## src/rtl/alu_multiword_seq_if.sv

```systemverilog
// Request/response bundle between the control path and the multi-word ALU sequencer.
interface alu_multiword_seq_if #(
  parameter int N = 4,
  parameter int K = 4
);
  logic           req_valid;
  logic           req_ready;
  logic [3:0]     req_op;
  logic [N*K-1:0] req_a;
  logic [N*K-1:0] req_b;
  logic           req_cin;
  logic           rsp_valid;
  logic           rsp_ready;
  logic [N*K-1:0] rsp_result;
  logic           rsp_z;
  logic           rsp_c;
  logic           rsp_err;

  // Sequencer side: accepts requests, produces responses.
  modport slave (
    input  req_valid, req_op, req_a, req_b, req_cin, rsp_ready,
    output req_ready, rsp_valid, rsp_result, rsp_z, rsp_c, rsp_err
  );

  // Client side: issues requests, consumes responses.
  modport master (
    output req_valid, req_op, req_a, req_b, req_cin, rsp_ready,
    input  req_ready, rsp_valid, rsp_result, rsp_z, rsp_c, rsp_err
  );
endinterface

```

## src/rtl/alu_multiword_seq.sv

```systemverilog
// Runs a W = N*K bit AND/OR/ADD/SUB on an external N-bit ALU slice, one slice
// per clock from the LSB up, chaining carry/borrow and accumulating the zero flag.
module alu_multiword_seq #(
  parameter int N = 4,
  parameter int K = 4
) (
  input  logic        clk,
  input  logic        rst,
  alu_multiword_seq_if.slave bus,
  output logic [N-1:0] alu_a,
  output logic [N-1:0] alu_b,
  output logic [3:0]   alu_ctrl,
  output logic         alu_cin,
  input  logic [N-1:0] alu_result,
  input  logic [1:0]   alu_flags
);

  typedef enum logic [1:0] {S_IDLE, S_RUN, S_DONE} state_t;

  localparam int IW = (K > 1) ? $clog2(K) : 1;
  localparam logic [IW-1:0] LAST_IDX = IW'(K - 1);

  state_t                  state_q, state_d;
  logic [IW-1:0]           idx_q, idx_d;
  logic                    carry_q, carry_d;
  logic                    zacc_q, zacc_d;
  logic [3:0]              op_q, op_d;
  logic [K-1:0][N-1:0]     a_q, a_d;
  logic [K-1:0][N-1:0]     b_q, b_d;
  logic [K-1:0][N-1:0]     res_q, res_d;
  logic                    z_q, z_d;
  logic                    c_q, c_d;
  logic                    err_q, err_d;

  function automatic logic op_legal(input logic [3:0] op);
    case (op)
      4'b0000, 4'b0001, 4'b0010, 4'b0110: return 1'b1;
      default:                            return 1'b0;
    endcase
  endfunction

  // Next-state logic: accept in IDLE, one slice per clock in RUN, hold in DONE.
  always_comb begin
    state_d = state_q;
    idx_d   = idx_q;
    carry_d = carry_q;
    zacc_d  = zacc_q;
    op_d    = op_q;
    a_d     = a_q;
    b_d     = b_q;
    res_d   = res_q;
    z_d     = z_q;
    c_d     = c_q;
    err_d   = err_q;
    case (state_q)
      S_IDLE: begin
        if (bus.req_valid) begin
          op_d    = bus.req_op;
          a_d     = bus.req_a;
          b_d     = bus.req_b;
          carry_d = bus.req_cin;
          zacc_d  = 1'b1;
          idx_d   = '0;
          if (op_legal(bus.req_op)) begin
            err_d   = 1'b0;
            state_d = S_RUN;
          end else begin
            // Illegal opcode short-circuits to a zeroed error response.
            err_d   = 1'b1;
            res_d   = '0;
            z_d     = 1'b0;
            c_d     = 1'b0;
            state_d = S_DONE;
          end
        end
      end
      S_RUN: begin
        res_d[idx_q] = alu_result;
        carry_d      = alu_flags[0];
        zacc_d       = zacc_q & alu_flags[1];
        idx_d        = idx_q + 1'b1;
        if (idx_q == LAST_IDX) begin
          z_d     = zacc_q & alu_flags[1];
          c_d     = alu_flags[0];
          state_d = S_DONE;
        end
      end
      S_DONE: begin
        if (bus.rsp_ready) state_d = S_IDLE;
      end
      default: state_d = S_IDLE;
    endcase
  end

  // State and datapath registers; reset discards any in-flight operation.
  always_ff @(posedge clk or posedge rst) begin
    if (rst) begin
      state_q <= S_IDLE;
      idx_q   <= '0;
      carry_q <= 1'b0;
      zacc_q  <= 1'b1;
      op_q    <= '0;
      a_q     <= '0;
      b_q     <= '0;
      res_q   <= '0;
      z_q     <= 1'b0;
      c_q     <= 1'b0;
      err_q   <= 1'b0;
    end else begin
      state_q <= state_d;
      idx_q   <= idx_d;
      carry_q <= carry_d;
      zacc_q  <= zacc_d;
      op_q    <= op_d;
      a_q     <= a_d;
      b_q     <= b_d;
      res_q   <= res_d;
      z_q     <= z_d;
      c_q     <= c_d;
      err_q   <= err_d;
    end
  end

  // ALU is only driven while slicing so it never sees spurious operations.
  always_comb begin
    alu_a    = '0;
    alu_b    = '0;
    alu_ctrl = '0;
    alu_cin  = 1'b0;
    if (state_q == S_RUN) begin
      alu_a    = a_q[idx_q];
      alu_b    = b_q[idx_q];
      alu_ctrl = op_q;
      alu_cin  = carry_q;
    end
  end

  assign bus.req_ready  = (state_q == S_IDLE);
  assign bus.rsp_valid  = (state_q == S_DONE);
  assign bus.rsp_result = res_q;
  assign bus.rsp_z      = z_q;
  assign bus.rsp_c      = c_q;
  assign bus.rsp_err    = err_q;

endmodule

```

## src/flat_wrapper.sv

```systemverilog
// flat-port wrapper written by rule: the top's interface ports become plain ports
module alu_multiword_seq_flat 
#(
  parameter int N = 4,
  parameter int K = 4
)
  (clk, rst, alu_a, alu_b, alu_ctrl, alu_cin, alu_result, alu_flags, bus_req_valid, bus_req_op, bus_req_a, bus_req_b, bus_req_cin, bus_rsp_ready, bus_req_ready, bus_rsp_valid, bus_rsp_result, bus_rsp_z, bus_rsp_c, bus_rsp_err);
  alu_multiword_seq_if #(.N(N), .K(K)) bus_i ();
  input  logic clk;
  input  logic rst;
  output logic [N-1:0] alu_a;
  output logic [N-1:0] alu_b;
  output logic [3:0] alu_ctrl;
  output logic alu_cin;
  input  logic [N-1:0] alu_result;
  input  logic [1:0] alu_flags;
  input wire logic [$bits(bus_i.req_valid)-1:0] bus_req_valid;
  input wire logic [$bits(bus_i.req_op)-1:0] bus_req_op;
  input wire logic [$bits(bus_i.req_a)-1:0] bus_req_a;
  input wire logic [$bits(bus_i.req_b)-1:0] bus_req_b;
  input wire logic [$bits(bus_i.req_cin)-1:0] bus_req_cin;
  input wire logic [$bits(bus_i.rsp_ready)-1:0] bus_rsp_ready;
  output wire logic [$bits(bus_i.req_ready)-1:0] bus_req_ready;
  output wire logic [$bits(bus_i.rsp_valid)-1:0] bus_rsp_valid;
  output wire logic [$bits(bus_i.rsp_result)-1:0] bus_rsp_result;
  output wire logic [$bits(bus_i.rsp_z)-1:0] bus_rsp_z;
  output wire logic [$bits(bus_i.rsp_c)-1:0] bus_rsp_c;
  output wire logic [$bits(bus_i.rsp_err)-1:0] bus_rsp_err;
  assign bus_i.req_valid = bus_req_valid;
  assign bus_i.req_op = bus_req_op;
  assign bus_i.req_a = bus_req_a;
  assign bus_i.req_b = bus_req_b;
  assign bus_i.req_cin = bus_req_cin;
  assign bus_i.rsp_ready = bus_rsp_ready;
  assign bus_req_ready = bus_i.req_ready;
  assign bus_rsp_valid = bus_i.rsp_valid;
  assign bus_rsp_result = bus_i.rsp_result;
  assign bus_rsp_z = bus_i.rsp_z;
  assign bus_rsp_c = bus_i.rsp_c;
  assign bus_rsp_err = bus_i.rsp_err;
  alu_multiword_seq #(.N(N), .K(K)) u_core (.clk(clk), .rst(rst), .bus(bus_i), .alu_a(alu_a), .alu_b(alu_b), .alu_ctrl(alu_ctrl), .alu_cin(alu_cin), .alu_result(alu_result), .alu_flags(alu_flags));
endmodule
```

## config.mk

```make
export PLATFORM = sky130hd
export DESIGN_NAME = alu_multiword_seq_flat
export DESIGN_NICKNAME = d
export VERILOG_FILES = /design/src/rtl/alu_multiword_seq_if.sv /design/src/rtl/alu_multiword_seq.sv /design/src/flat_wrapper.sv
export SDC_FILE = /design/constraint.sdc
export NUM_CORES = 1
export LEC_CHECK = 0
export ABC_AREA = 1
export BUFFER_PORTS_ARGS = -buffer_cell sky130_fd_sc_hd__clkbuf_2
export CAP_MARGIN = 15
export CORE_ASPECT_RATIO = 0.5
export CORE_MARGIN = 5
export CORE_UTILIZATION = 46
export DETAILED_ROUTE_END_ITERATION = 12
export GPL_TIMING_DRIVEN = 0
export PLACE_DENSITY = 0.82
export SLEW_MARGIN = 20
export SYNTH_ARGS = -nofsm -noshare
export SYNTH_HDL_FRONTEND = slang
export SYNTH_SLANG_ARGS = --single-unit
```

## constraint.sdc

```tcl
create_clock -name clk -period 1.7 [get_ports clk]
set_input_delay 0.17 -clock clk [delete_from_list [all_inputs] [get_ports clk]]
set_output_delay 0.17 -clock clk [all_outputs]
set_load 0.02 [all_outputs]
```

# After elaboration in Yosys (flattened, before gate mapping)
# Index checks and enable logic that the tools add are counted.
dict set report totals {
  reg_bits 61
  latchBits 0
  mem_bits_rw 0
  romBits 0
  out_inout_bits 34
  word_cells 79
  n_memories 0
}
dict set report classes {
  n_addsub 1
  multipliers 0
  n_div 0
  magnitude_cmp 2
  eq_ne 10
  shift 0
  n_mux 35
  bitwise 1
  n_reduce_logical 10
}
# cell count
set ops {}
lappend ops {{two-way mux 16 bit} 2}
lappend ops {{case mux 16 bit (2 select lines)} 1}
lappend ops {{two-way mux 4 bit} 6}
lappend ops {{binary-select mux 4 bit (select 2 bit)} 2}
lappend ops {{bitwise mux 16 bit} 1}
lappend ops {{two-way mux 1 bit} 11}
lappend ops {{two-way mux 2 bit} 5}
lappend ops {{demux 4 bit (select 2 bit)} 1}
lappend ops {{case mux 1 bit (2 select lines)} 4}
lappend ops {{inequality test 2 bit, second input constant} 3}
lappend ops {{case mux 2 bit (3 select lines)} 1}
lappend ops {{AND reduction 3 bit} 2}
lappend ops {{== test 2 bit, second input constant} 2}
lappend ops {{== test 4 x 1 -> 1 bit, second input constant} 1}
lappend ops {{== test 4 x 2 -> 1 bit, second input constant} 1}
lappend ops {{== test 4 x 3 -> 1 bit, second input constant} 1}
lappend ops {{zero test 4 bit} 1}
lappend ops {{case mux 2 bit (2 select lines)} 1}
lappend ops {{AND reduction 2 bit} 2}
lappend ops {{AND reduction 4 bit} 1}
lappend ops {{OR reduction 4 bit} 1}
lappend ops {{< comparator 2 x 3 -> 1 bit, second input constant} 1}
lappend ops {{adder 2 x 1 -> 2 bit, second input constant} 1}
lappend ops {{== test 2 x 1 -> 1 bit, second input constant} 1}
lappend ops {{6 further kinds} 6}

# Longest topological paths before layout
# Gate-level depths: netlist of the first run.
dict set report depth {
  ltp_word 8
  depth_mapped 8
  depth_no_buf 7
}

# Worst setup path before layout of the first run
# OpenSTA, ideal clock, no wires.
dict set report synth_timing {
  kind {register -> output}
  start {register u_core.idx_q[0]}
  end {output alu_a[1]}
  arrival_time_ns 1.264
  t_required_ns 1.530
  setup_slack_ns 0.266
  path_stages_with_launch 6
  path_cell_list {dfrtp_1 buf_2 buf_2 a21oi_1 o21ai_0 a21oi_1}
}
dict set report synth_between {
  elab_chain_len 3
}
# item line
set synth_rtl {}
lappend synth_rtl {{from (decl)} alu_multiword_seq.sv:24} ;# logic [IW-1:0] idx_q, idx_d;
lappend synth_rtl {{from (signal assigned)} alu_multiword_seq.sv:111} ;# idx_q <= idx_d;
lappend synth_rtl {{binary-select mux 4 bit (select 2 bit)} alu_multiword_seq.sv:131} ;# alu_a = a_q[idx_q];
lappend synth_rtl {{two-way mux 4 bit (implied by the code)} alu_multiword_seq.sv:131}
lappend synth_rtl {{two-way mux 4 bit} alu_multiword_seq.sv:130} ;# if (state_q == S_RUN) begin
lappend synth_rtl {{to (decl)} flat_wrapper.sv:11} ;# output logic [N-1:0] alu_a;
# Every way passes these cells. The select of a mux whose other input is x is not followed.

# Final worst setup path of the first run
dict set report layout_timing {
  start {register u_core.idx_q[0]}
  end {output alu_b[1]}
}
dict set report layout_between {
  elab_chain_len 3
}
# item line
set layout_rtl {}
lappend layout_rtl {{binary-select mux 4 bit (select 2 bit)} alu_multiword_seq.sv:132} ;# alu_b = b_q[idx_q];
lappend layout_rtl {{two-way mux 4 bit (implied by the code)} alu_multiword_seq.sv:132}
lappend layout_rtl {{two-way mux 4 bit} alu_multiword_seq.sv:130}
lappend layout_rtl {{to (decl)} flat_wrapper.sv:12} ;# output logic [N-1:0] alu_b;
# Every way passes these cells. The select of a mux whose other input is x is not followed.

==> results by group, run 1 <==
Run status
  • Status: completed

Drt
  • Routed Antenna Nets: 0
  • Number of remaining DRC errors: 0
  • DR vias: around 2500
  • Pre-Repair DR Iteration Count: 5
  • Post-Route WL: 6950 um
  • Via density: between 4 and 5
  • Initial drt markers: 249
  • Wire length per cell: roughly 13 um

Yosys
  • Synth top area share: about 54%
  • Cell taking the most area after synthesis: dfrtp_1
  • Most frequent cell after synthesis: nand2_1
  • Syn avg cell area: 8.18 um2
  • Register area share after synthesis: between 50% and 60%
  • Post-synth EDFFs: 0
  • Synthesis-stage register bit count: 61
  • Cell variety after synth: 22
  • FFs w/ async S/R, synth: 100%
  • Area contributors post-synth: dfrtp_1 (54%), nand2_1 (19%), o21ai_0 (5.6%), inv_1 (3.4%), nor2_1 (3.0%)
  • Main flop type after synthesis: dfrtp_1
  • Warnings from Yosys: 0
  • Post-synthesis net count: 392
  • Cell Area, Synth: approximately 0.0028 mm2
  • Gate Count Post-Synth: ~340
  • List of most frequent post-synthesis cells: nand2_1 (139), dfrtp_1 (60), o21ai_0 (31)

Timing
  • Final min period: 1680 ps
  • Fin crit share: 98.7%
  • Worst Clk Skew: 5.45 ps
  • Final hold slack: around 43 ps
  • RSZ-0062 raised after global routing: true
  • Final setup fails: 0
  • Max-slew violations: 0
  • Worst-Margin Slew: ~380 ps
  • Rel. slew slack: between 70% and 80%
  • Final hold vios: 0
  • Max Fclk: between 500 and 600 MHz

Placement
  • Placed Area: ~0.0033 mm2
  • # placed instances: approximately 500
  • HPWL after DPL: approximately 5000 um
  • Buffers on Ports: 80
  • Gpl congestion: around 0.80

Finish
  • Share of cells above drive strength 1: a little under a third
  • Non-Filler Instances: 520
  • Antenna Diode Count: 0
  • Fillers: around 520
  • Cell area after layout: approximately 0.0037 mm2
  • Post-layout util: 62.6%
  • Final nets: around 490
  • Area Overhead vs Synth: 34.3%

Critical path
  • CP required: around 1500 ps
  • Crit-path cells: buf_6, nor2_1, nor2_1, o21ai_1, a21oi_2, buf_4
  • R2R Setup Slk: between 200 and 300 ps
  • CP Capture Type: output port
  • FF-to-FF Start: u_core.idx_q[1]$_DFFE_PP0P_
  • Setup CP Type: flop to output port
  • Cell mode on critical path: nor2_1
  • CP startpoint kind: flop
  • Length in cells of the worst reg-to-reg path: 7
  • CP Max Fanout: 6
  • CP peak stage delay: 460 ps
  • Reg2reg end: u_core.bus.rsp_result[1]$_DFFE_PP0P_
  • Crit path arrival time: approximately 1500 ps
  • Highest-delay cell along the critical path: dfrtp_2

Die
  • Die area: 0.00781 mm2
  • Row cnt: 20
  • Core Area: 0.00598 mm2
  • I/O pin total: between 80 and 90
  • Die X: 120 um
  • Initial Util: between 40% and 50%
  • Die Height: between 60 and 70 um

Flow run
  • Max Cap Viol: 0

CTS
  • Clock latency on the worst-skew pair: between 300 and 400 ps
  • CTS HTree Levels: 3
  • Clock net sink count: just over 60
  • CTS buffer count: 9
  • Worst-path clk slew: approximately 50 ps
  • CTS Root Buffer Type: clkbuf_16
  • TritonCTS clock tree: built
  • Clk buf depth: 2

Pwr
  • Peak supply drop: ~0.00063 V
  • Switching share of total power: ~38%
  • Leakage power: 2.05 nW
  • Sw power: about 0.0026 W
  • Flop pwr share: 34.9%
  • Power density over the cells: 1810 mW/mm2
  • Clock power share: a little over a quarter
  • Cell Int Power: between 0.004 and 0.005 W
  • Power share of the combinational group: approximately two fifths

Global route
  • Global route overflow: 0
  • Largest net degree at the start of global routing: 34
  • All-layer global routing usage: between 10% and 20%
  • Initial antenna violation count: 0
  • First-pass GRT wire length: 11900 um
  • Vias in the first global route: approximately 2500

Hold path
  • Hold EP: u_core.a_q[10]$_DFFE_PP0P_
  • WHS Path Cells: 3
  • Worst Hold Class: input pin to flop
  • Hold path startpoint: bus_req_a[10]
metal layers:
| metal | share of wire [%] | wire length (um) | vias up | GRT usage (%) |
|---|---|---|---|---|
| li1 | - | - | 1276 | - |
| met5 | 0 | 0 | - | 0 |
| met1 | 46 | 3200 | 1147 | 24.8 |
| met3 | 6.3 | 435 | 2 | 6.28 |
| met2 | 47 | 3300 | 73 | 32.4 |
| met4 | 0.33 | 23 | 0 | 3.99 |
state kept, by name (all words and copies together) (netlist names):
signal / cells
u_core.a_q: 16
u_core.b_q: 16
u_core.bus.rsp_result: 16
u_core.op_q: 4
u_core.idx_q: 2
u_core.state_q: 2
u_core.bus.rsp_c: 1
u_core.bus.rsp_err: 1
u_core.bus.rsp_z: 1
u_core.carry_q: 1
u_core.zacc_q: 1
placed cells by master, fill, tap and decap left out, drive strengths merged:
cell type | netlist | final
buf | 13 | 28
o211ai | 4 | 4
o21ai | 31 | 31
nand3 | 14 | 14
nor2 | 25 | 25
clkbuf | 1 | 86
dfrtp | 60 | 60
dfstp | 1 | 1
nand4 | 2 | 2
clkinv | 1 | 1
o21a | 1 | 1
inv | 27 | 27
dlygate4sd3 | 0 | 1
ha | 4 | 4
bufinv | 0 | 1
a21oi | 16 | 16
nand2 | 141 | 141
cell type report:
class | instances | area [um2] | area share, %
sequential | 61 | 1530 | 40.9
buffer | 13 | 93.8 | 2.51
clock buffer | 13 | 270 | 7.22
timing repair buffer | 89 | 507 | 13.5
multi-input combinational | 238 | 1110 | 29.6
inverter | 28 | 109 | 2.91
clock inverter | 1 | 30.0 | 0.802
tap | 77 | 96.3 | 2.57
power groups by stage:
stage / Clock [W] / Sequential, W / Combinational [W]
floorplan: 0 / 0.00240 / 0.00157
global placement: 0 / 0.00232 / 0.00228
detailed placement: 0 / 0.00234 / 0.00235
CTS: 0.00182 / 0.00234 / 0.00249
global route: 0.00191 / 0.00243 / 0.00295
finish: 0.00180 / 0.00236 / 0.00261
cells by family after synthesis:
group,count (synthesis),share of synthesized area (%)
simple gates,182,26.8
flops,61,54.8
compound gates,52,9.78
buf+inv,42,6.82
fa+ha+maj,4,1.79
repair_timing:
action	4_1_cts	5_1_grt
setup buffers	5	1
pin swaps	3	10
cloned	1	0
hold buffers	1	0
setup endpoints to repair	13	12
gates resized for setup	16	32
endpoints found under the hold margin	27	0
how the worst max path moves through the flow:
stage / start / to / slack [ps]
final: u_core.idx_q[0]$_DFFE_PP0P_ / alu_b[1] / 20
after CTS: u_core.idx_q[0]$_DFFE_PP0P_ / alu_b[1] / 0.9
after floorplan: rst / u_core.a_q[0]$_DFFE_PP0P_ / 20
after global placement: rst / u_core.a_q[1]$_DFFE_PP0P_ / -700
after detailed placement: u_core.idx_q[0]$_DFFE_PP0P_ / u_core.bus.rsp_result[0]$_DFFE_PP0P_ / 50
after global routing: u_core.idx_q[0]$_DFFE_PP0P_ / alu_b[2] / -60
worst max-delay path: cells and delay by family (launching register included):
kind	cells	cell delay [ps]
AND/OR/NAND/NOR	2	120
buffers and inverters	2	330
AO/OA/AOI/OAI	2	290
flip-flops	1	460
stage by stage:
stage	setup WS, ps	power [W]	setup TNS [ps]
3_3_place_gp	-700	0.00459	-42020
2_1_floorplan	18.6	0.00397	0
6_report	22.4	0.00678	0
5_1_grt	-61.7	0.00729	-279
3_5_place_dp	49.9	0.00470	0
4_1_cts	0.853	0.00666	0
(Power assumes the default switching activity.)
==> inputs of run 2 (changes only) <==
CORE_ASPECT_RATIO = 2   (was 0.5)
==> results by group, run 2 (synthesis gave the netlist of run 1 again) <==
CTS
  • Clock latency on the worst-skew pair: 320 ps (about the same)
  • CTS buffer count: 9 (unchanged)
  • Clk buf depth: 2 (unchanged)
  • Worst-path clk slew: 50 ps (about the same)
  • CTS HTree Levels: 3 (unchanged)
  • TritonCTS clock tree: built
  • Clock net sink count: 61 (unchanged)
  • CTS Root Buffer Type: clkbuf_16

Die
  • Initial Util: 46.8% (+0.20 points)
  • Core Area: 0.00596 mm2 (-0.42%)
  • Die X: 65.1 um (-46%)
  • Die area: 0.00781 mm2 (unchanged)
  • Row cnt: 40 (+100%)
  • I/O pin total: 81 (unchanged)
  • Die Height: 120 um (+85%)

Timing
  • Rel. slew slack: 50.9% (-24 points)
  • Worst-Margin Slew: 737 ps (+358 ps)
  • Final setup fails: 2 (+2)
  • Worst Setup Slack, final: -52.7 ps (-75.1 ps)
  • Final hold slack: 41.0 ps (-2.35 ps)
  • Setup_tns: -87.6 ps (-87.6 ps)
  • RSZ-0062 raised after global routing: true
  • Final min period: 1750 ps (+75.1 ps)
  • Final hold vios: 0 (unchanged)
  • Worst Clk Skew: 6.69 ps (+1.23 ps)
  • Max-slew violations: 0 (unchanged)
  • Fin crit share: 103% (+4.4 points)
  • Max Fclk: 571 MHz (-4.3%)

Placement
  • Dpl ws: -46.1 ps (-96.0 ps)
  • Buffers on Ports: 80 (unchanged)
  • # placed instances: 484 (-3.0%)
  • Gpl congestion: 0.831 (+3.4%)
  • HPWL after DPL: 5050 um (+1.0%)

Global route
  • Vias in the first global route: 2608 (+2.8%)
  • Routing usage on met1: 20.1% (-4.7 points)
  • Grt met3 use: 4.12% (-2.2 points)
  • First-pass GRT wire length: 11500 um (-2.8%)
  • Initial antenna violation count: 0 (unchanged)
  • Global route overflow: 0 (unchanged)
  • Grt peak-use layer: met2
  • Largest net degree at the start of global routing: 62 (+82%)
  • All-layer global routing usage: 19.2% (-0.10 points)
  • Global routing usage on met2: 34.4% (+2.0 points)

Drt
  • DR vias: 2584 (+3.4%)
  • Post-Route WL: 7300 um (+5.0%)
  • Wire length per cell: 14.4 um (+7.7%)
  • Routed Antenna Nets: 0 (unchanged)
  • Pre-Repair DR Iteration Count: 5 (unchanged)
  • Number of remaining DRC errors: 0 (unchanged)
  • Initial drt markers: 160 (-36%)
  • Via density: 5.10 (+6.1%)

Finish
  • Seq. cell area: 0.00153 mm2 (about the same)
  • Final nets: 490 (-0.20%)
  • Fillers: 502 (-3.1%)
  • Most frequent cells in the layout: nand2_1 (139), clkbuf_2 (69), dfrtp_1 (59)
  • Antenna Diode Count: 0 (unchanged)
  • Commonest non-fill, non-tap cell in the layout: nand2_1
  • Non-Filler Instances: 507 (-2.5%)
  • Share of cells above drive strength 1: 32.9% (+2.0 points)
  • Area Overhead vs Synth: 37.2%
  • Post-layout util: 64.3% (+1.6 points)
  • Multi-input gate area in the final layout: 0.00118 mm2 (+6.7%)

Critical path
  • Cell mode on critical path: buf_8
  • CP peak stage delay: 390 ps (-70 ps)
  • Crit path arrival time: 1580 ps (+70 ps)
  • R2R Setup Slk: 180 ps (-90 ps)
  • Crit-path cells: buf_6, buf_8, a21oi_2, o21ai_2, a21oi_4, buf_8
  • CP required: 1530 ps (about the same)
  • Setup CP Type: flop to output port
  • CP startpoint kind: flop
  • Highest-delay cell along the critical path: dfrtp_1
  • CP top delay family: compound AO/OA/AOI/OAI gates
  • CP Max Fanout: 7 (+1)
  • WP buf/inv: 3 (+1)
  • CP Capture Type: output port

Pwr
  • Peak supply drop: 0.000982 V (+55%)
  • Sw power: 0.00271 W (+6.0%)
  • Cell Int Power: 0.00418 W (-0.95%)
  • Power share of the combinational group: 42.0% (+3.5 points)
  • Switching share of total power: 39.3% (+1.6 points)
  • Power density over the cells: 1800 mW/mm2 (-0.54%)
  • Flop pwr share: 34.4% (-0.5 points)
  • Leakage power: 2.06 nW (+0.53%)
  • Clock power share: 23.7% (-2.9 points)

Hold path
  • Worst Hold Class: input pin to flop

Run status
  • Status: finished with violations
  • Failing checks: negative setup slack

Flow run
  • Max Cap Viol: 0 (unchanged)
-- run 2: power by group through the flow --
stage	registers (W)	logic (W)	clock network [W]
after floorplan	0.00240	0.00157	0
after global placement	0.00232	0.00228	0
after detailed placement	0.00234	0.00234	0
after CTS	0.00234	0.00266	0.00165
after global routing	0.00243	0.00318	0.00173
final	0.00237	0.00289	0.00163
-- run 2: through the flow --
step / instance area, um2 / power, W
after floorplan: 2790 / 0.00397
after global placement: 3270 / 0.00459
after detailed placement: 3270 / 0.00468
after CTS: 3710 / 0.00665
after global routing: 3830 / 0.00734
final: 3830 / 0.00689
-- run 2: repair_timing --
item                                    4_1_cts  5_1_grt
hold endpoints to repair                      8        0
gates resized for setup                      38       45
cloned                                        1        0
hold buffers                                  1        0
pin swaps                                     9        9
setup buffers                                 4        1
endpoints found under the setup margin       14       13
-- run 2: final timing paths --
path | startpoint | endpoint | cells after the start
worst max-delay path | u_core.idx_q[0]$_DFFE_PP0P_ | alu_b[2] | 6
min in group asynchronous | rst | u_core.bus.rsp_result[0]$_DFFE_PP0P_ | 3
worst min register to register | u_core.bus.rsp_result[9]$_DFFE_PP0P_ | u_core.bus.rsp_result[9]$_DFFE_PP0P_ | 2
worst min-delay path | bus_req_a[0] | u_core.a_q[0]$_DFFE_PP0P_ | 3
max in group asynchronous | rst | u_core.idx_q[1]$_DFFE_PP0P_ | 3
worst max register to register | u_core.idx_q[1]$_DFFE_PP0P_ | u_core.bus.rsp_result[1]$_DFFE_PP0P_ | 7
-- run 2: final cells by class --
type                       instances  share of cell area, %
tap                               63                   2.06
clock inverter                     1                  0.131
timing repair buffer              87                   14.1
clock buffer                      15                   7.00
inverter                          28                   2.88
sequential                        61                   39.9
multi-input combinational        238                   30.9
buffer                            14                   3.01
-- run 2: worst register-to-register path, stage by stage, from the launching register on --
cell and delay, ps:
dfrtp_2 450, inv_1 260, ha_1 260, inv_1 70, nand2_1 60, nand3_1 150, nand2_1 110, nand2_1 50
-- run 2: metal layers --
metal  vias to the layer above  share of wire, %
li1                       1265                 -
met1                      1201                37
met4                         0               3.7
met5                         -                 0
met3                        19               5.7
met2                        99                54
